`src/rtl/outer_product_engine_pkg.sv`:
```
// Shared constants and state type for the clk2-domain outer-product path
// (also used by the FIFO and synchronizer stages).
package outer_product_engine_pkg;

   localparam int DATA_W = 4;
   localparam int N      = 16;
   localparam int OUT_W  = 2 * DATA_W;

   function automatic int idx_width(input int n);
      return $clog2(n);
   endfunction

   localparam int CNT_W = idx_width(N);
   localparam int IDX_W = 2 * CNT_W;

   typedef enum logic {
      COLLECT = 1'b0,
      EMIT    = 1'b1
   } state_e;

endpackage

```
`src/rtl/outer_product_engine_if.sv`:
```
// Input pair handshake plus FIFO write port of the outer-product engine.
interface outer_product_engine_if;
   import outer_product_engine_pkg::*;

   logic              in_valid;
   logic [DATA_W-1:0] in_a;
   logic [DATA_W-1:0] in_b;
   logic              fifo_full;
   logic              busy;
   logic              out_valid;
   logic [OUT_W-1:0]  out_data;

   modport master (
      output in_valid, in_a, in_b, fifo_full,
      input  busy, out_valid, out_data
   );

   modport slave (
      input  in_valid, in_a, in_b, fifo_full,
      output busy, out_valid, out_data
   );

endinterface

```
`src/rtl/outer_product_engine.sv`:
```
// Collects N (A,B) pairs, then streams the N*N outer product row-major
// into the async FIFO, stalling on fifo_full without losing words.
module outer_product_engine
   import outer_product_engine_pkg::*;
(
   input logic                    clk,
   input logic                    rst_n,
   outer_product_engine_if.slave  bus
);

   state_e            state_r;
   state_e            state_nxt_s;
   logic [CNT_W-1:0]  cnt_r;
   logic [IDX_W-1:0]  idx_r;
   logic [DATA_W-1:0] a_mem_r [N];
   logic [DATA_W-1:0] b_mem_r [N];

   logic [DATA_W-1:0] a_sel_s;
   logic [DATA_W-1:0] b_sel_s;
   logic              busy_s;
   logic              out_valid_s;
   logic [OUT_W-1:0]  out_data_s;

   // Row index comes from the upper idx bits, column from the lower ones
   assign a_sel_s = a_mem_r[idx_r[IDX_W-1:CNT_W]];
   assign b_sel_s = b_mem_r[idx_r[CNT_W-1:0]];

   // Next-state decode and FIFO write outputs
   always_comb begin
      state_nxt_s = state_r;
      busy_s      = 1'b0;
      out_valid_s = 1'b0;
      out_data_s  = {OUT_W{1'b0}};
      case (state_r)
         COLLECT: begin
            if (bus.in_valid && (cnt_r == {CNT_W{1'b1}})) begin
               state_nxt_s = EMIT;
            end else begin
               state_nxt_s = COLLECT;
            end
         end
         EMIT: begin
            busy_s = 1'b1;
            if (!bus.fifo_full) begin
               out_valid_s = 1'b1;
               out_data_s  = OUT_W'(a_sel_s) * OUT_W'(b_sel_s);
               if (idx_r == {IDX_W{1'b1}}) begin
                  state_nxt_s = COLLECT;
               end else begin
                  state_nxt_s = EMIT;
               end
            end else begin
               state_nxt_s = EMIT;
            end
         end
         default: begin
            state_nxt_s = COLLECT;
         end
      endcase
   end

   assign bus.busy      = busy_s;
   assign bus.out_valid = out_valid_s;
   assign bus.out_data  = out_data_s;

   // FSM state register
   always_ff @(posedge clk or negedge rst_n) begin
      if (!rst_n) begin
         state_r <= COLLECT;
      end else begin
         state_r <= state_nxt_s;
      end
   end

   // Pair capture and read-index counters; both wrap naturally to 0
   always_ff @(posedge clk or negedge rst_n) begin
      if (!rst_n) begin
         cnt_r <= {CNT_W{1'b0}};
         idx_r <= {IDX_W{1'b0}};
         for (int i = 0; i < N; i++) begin
            a_mem_r[i] <= {DATA_W{1'b0}};
            b_mem_r[i] <= {DATA_W{1'b0}};
         end
      end else begin
         if ((state_r == COLLECT) && bus.in_valid) begin
            a_mem_r[cnt_r] <= bus.in_a;
            b_mem_r[cnt_r] <= bus.in_b;
            cnt_r          <= cnt_r + CNT_W'(1'b1);
         end
         if (out_valid_s) begin
            idx_r <= idx_r + IDX_W'(1'b1);
         end
      end
   end

endmodule

```
`src/flat_wrapper.sv`:
```
// flat-port wrapper written by rule: the top's interface ports become plain ports
module outer_product_engine_flat import outer_product_engine_pkg::*;
  (clk, rst_n, bus_in_valid, bus_in_a, bus_in_b, bus_fifo_full, bus_busy, bus_out_valid, bus_out_data);
  outer_product_engine_if bus_i ();
  input logic clk;
  input logic rst_n;
  input wire logic [$bits(bus_i.in_valid)-1:0] bus_in_valid;
  input wire logic [$bits(bus_i.in_a)-1:0] bus_in_a;
  input wire logic [$bits(bus_i.in_b)-1:0] bus_in_b;
  input wire logic [$bits(bus_i.fifo_full)-1:0] bus_fifo_full;
  output wire logic [$bits(bus_i.busy)-1:0] bus_busy;
  output wire logic [$bits(bus_i.out_valid)-1:0] bus_out_valid;
  output wire logic [$bits(bus_i.out_data)-1:0] bus_out_data;
  assign bus_i.in_valid = bus_in_valid;
  assign bus_i.in_a = bus_in_a;
  assign bus_i.in_b = bus_in_b;
  assign bus_i.fifo_full = bus_fifo_full;
  assign bus_busy = bus_i.busy;
  assign bus_out_valid = bus_i.out_valid;
  assign bus_out_data = bus_i.out_data;
  outer_product_engine u_core (.clk(clk), .rst_n(rst_n), .bus(bus_i));
endmodule
```
`config.mk`:
```
export PLATFORM = sky130hd
export DESIGN_NAME = outer_product_engine_flat
export DESIGN_NICKNAME = d
export VERILOG_FILES = /design/src/rtl/outer_product_engine_pkg.sv /design/src/rtl/outer_product_engine_if.sv /design/src/rtl/outer_product_engine.sv /design/src/flat_wrapper.sv
export SDC_FILE = /design/constraint.sdc
export NUM_CORES = 1
export LEC_CHECK = 0
export ABC_AREA = 1
export CAP_MARGIN = 20
export CORE_MARGIN = 2
export CORE_UTILIZATION = 60
export CTS_CLUSTER_DIAMETER = 150
export DETAILED_ROUTE_END_ITERATION = 10
export PLACE_DENSITY_LB_ADDON = 0.15
export SYNTH_ARGS = -nofsm -noshare
export SYNTH_HDL_FRONTEND = slang
export SYNTH_SLANG_ARGS = --single-unit
```
`constraint.sdc`:
```
create_clock -name clk -period 5.5 [get_ports clk]
set_clock_uncertainty 0.15 [all_clocks]
set_input_delay 1.1 -clock clk [delete_from_list [all_inputs] [get_ports clk]]
set_output_delay 1.1 -clock clk [all_outputs]
set_load 0.02 [all_outputs]
```
==> results.yml <==
run_status:
  status: "finished clean"
floorplanning:
  ios: 22
  core_area_mm2: 0.0120
  initial_core_util_pct: 61.4
  die_w_um: 115
  rows: 40
  die_area_mm2: 0.0131
  die_height_um: 115
setup_path:
  setup.worst_path.end_class: "primary output"
  r2r-end: "u_core.a_mem_r[25]"
  rr_worst_depth: 7
  crit_path_end: "bus_out_data[7]"
  rrSetupSlack_ns: 3.56
  worstPathArrival_ns: 4.00
  cp_max_fo: 39
  path_class: "reg -> out"
  cp_data_required_time_ns: 4.25
  start_kind: "flip-flop"
  r2r_start: "u_core.state_r"
  critPathLaunch: "u_core.idx_r[4]"
yosys:
  synth_area_mm2: 0.00734
  synth_top_family_by_area: "simple AND/OR/NAND/NOR gates"
  synth_compound_area_share_pct: 11.9
  yosys_register_bits: 141
  syn_inst: 965
  synth-adder-area-share_pct: 3.99
  synth_area_leader_cell: "dfrtp_1"
  synthMuxAreaShare_pct: 0
  synth-simple-area-share_pct: 24.4
  synth_cell_types: 28
  synthXorXnorAreaFrac_pct: 1.19
  yosysTopAreaCellShare_pct: 48.0
  synth.avg_cell_area_um2: 7.61
  yosysSeqAreaShare_pct: 48.0
  synth_nets: 998
  ys_warn_count: 0
  synthTopCellsByArea: "dfrtp_1, nand2_1, o21ai_0"
sta:
  relSlewSlack_pct: 38.8
  post-route-period-util_pct: 95.5
  worst_slew_pin_slew_ns: 0.919
  final_hold_viol_count: 0
  drv_slew: 0
  setup_viol: 0
  fmax_mhz: 190
  rsz0062_at_grt: "yes"
  holdWs_ns: 0.328
  finalCriticalPeriod_ns: 5.25
finish:
  area_growth_pct: 12.3
  multi_input_area_mm2: 0.00305
  fin_cells: 1129
  drive_gt1_share_pct: 7.03
  fin_area_mm2: 0.00825
  fillers: 991
  final_cell_mix: "nand2_1, dfrtp_1, inv_1, o21ai_0, nand3_1"
  layout_commonest_cell: "nand2_1"
  ff_latch_area_mm2: 0.00353
  n_antenna_cell: 0
  nets: 1002
place:
  placed_area_mm2: 0.00761
  dp_cells: 1097
  dp_hpwl_um: 11600
  io_buffers: 21
  globalplace.congestion: 0.888
global_routing:
  grt_pass1_wl_um: 28400
  grt_pass1_vias: 5857
  grt_start_max_net_pins: 105
  overflow: 0
  antenna_found_initial: 0
  grt_usage_pct: 28.4
clocking:
  cts_tree: "done"
  cts-root-buf: "clkbuf_16"
  htreeDepth: 4
  cts_buffers: 17
  postCtsHoldBufs: 0
  cts_sinks: 141
  clk_pin_slew_worst_paths_ns: 0.06
  worstSkewPairLatency_ns: 0.43
  clockBufferDepth: 2
power_and_ir_drop:
  cellLeakagePower_uw: 0.00416
  ir_drop_mv: 0.433
  powerDensity_mw_per_mm2: 733
routing:
  antenna_left: 0
  routed-via-count: 6018
  via_per_inst: 5.33
  first_pass_iters: 5
  drt_iter0_drc: 530
  route.detailed.drc: 0
  wl_um: 17000
  wl_per_cell_um: 15.0
flow_run:
  max_cap_violations: 0
worst_hold_path:
  hold_path_class: "reg -> reg"
-- kinds of logic after synthesis --
kind of cell / Yosys count
AOI/OAI and AO/OA: 168
buffers and inverters: 191
xor gates and xnor gates: 10
adders and majority gates: 21
DFF: 141
and+or+nand+nor: 434
-- timing repair --
item	CTS	global route
resized for setup	7	7
pin swaps	0	0
buffers inserted	0	0
gates cloned	0	0
setup endpoints to repair	5	5
-- metal layers --
layer / share of wire, % / track usage (%) / vias to the layer above
li1: - / - / 3015
met3: 5.3 / 7.25 / 33
met1: 46 / 38.6 / 2801
met5: 0 / 0 / -
met2: 47 / 43.9 / 169
met4: 2.0 / 11.1 / 0
-- synth_stat cells --
library cell and number:
a21oi_1 20, a31o_2 1, buf_2 30, buf_4 4, clkbuf_1 14, dfrtp_1 141, fa_1 4, ha_1 17
inv_1 136, inv_2 7, nand2_1 291, nand2_2 1, nand3_1 68, nand4_1 2, nor2_1 53, nor2_2 9
nor2_4 4, nor3_1 2, nor3_2 1, nor4_1 1, o211ai_1 11, o21ai_0 127, o21ai_1 8, o22ai_1 1
or2_1 1, or2_4 1, xnor2_1 1, xor2_1 9
-- metrics by stage --
step / utilization (%) / TNS (ns) / setup slack (ns) / power, uW
finish: 68.9 / 0 / 0.250 / 6040
global route: 68.9 / -0.0804 / -0.0804 / 6590
CTS: 68.9 / 0 / 0.0989 / 6050
detailed placement: 63.6 / 0 / 0.206 / 4800
global placement: 63.6 / 0 / 0.271 / 4740
floorplan: - / 0 / 0.772 / 3990
-- how the worst min path moves through the flow --
| stage | start | to | depth (start not counted) |
|---|---|---|---|
| finish | u_core.b_mem_r[50] | u_core.b_mem_r[50] | 2 |
| global route | u_core.a_mem_r[48] | u_core.a_mem_r[48] | 2 |
| CTS | u_core.b_mem_r[59] | u_core.b_mem_r[59] | 2 |
| detailed placement | u_core.b_mem_r[59] | u_core.b_mem_r[59] | 2 |
| global placement | u_core.b_mem_r[59] | u_core.b_mem_r[59] | 2 |
| floorplan | u_core.a_mem_r[49] | u_core.a_mem_r[49] | 2 |
-- power breakdown --
group	switching, uW	total (uW)	internal [uW]
combinational	1930	3060	1130
sequential	231	1760	1530
clock	439	1220	780
total	2600	6040	3440
-- worst max-delay path, cell delays in order (launching register included) --
cell and delay [ns]:
dfrtp_2 0.45, buf_12 0.19, nand2_1 0.08, nand3_1 0.07, nand3_1 0.12, nand3_1 0.11
nand2_1 0.17, nand2_1 0.11, fa_1 0.54, inv_1 0.05, fa_1 0.41, ha_1 0.39
nand2_1 0.07, nand2_1 0.07, nand2_1 0.05, nand3_1 0.09, o21ai_0 0.08, a21oi_1 0.15
dlygate4sd2_1 0.35
-- registers in the layout, indices dropped and copies added (netlist names) --
name and cells:
u_core.cnt_r 4, u_core.state_r 1, u_core.idx_r 8, u_core.a_mem_r 64, u_core.b_mem_r 64
-- layout make-up --
cell class                 instances  area share, %
clock inverter                    11           1.99
timing repair buffer              33           3.84
tap                              147           2.23
clock buffer                      21           5.58
inverter                         143           6.60
multi-input combinational        633           36.9
sequential                       141           42.8
Power figures use the tool's default switching activity.
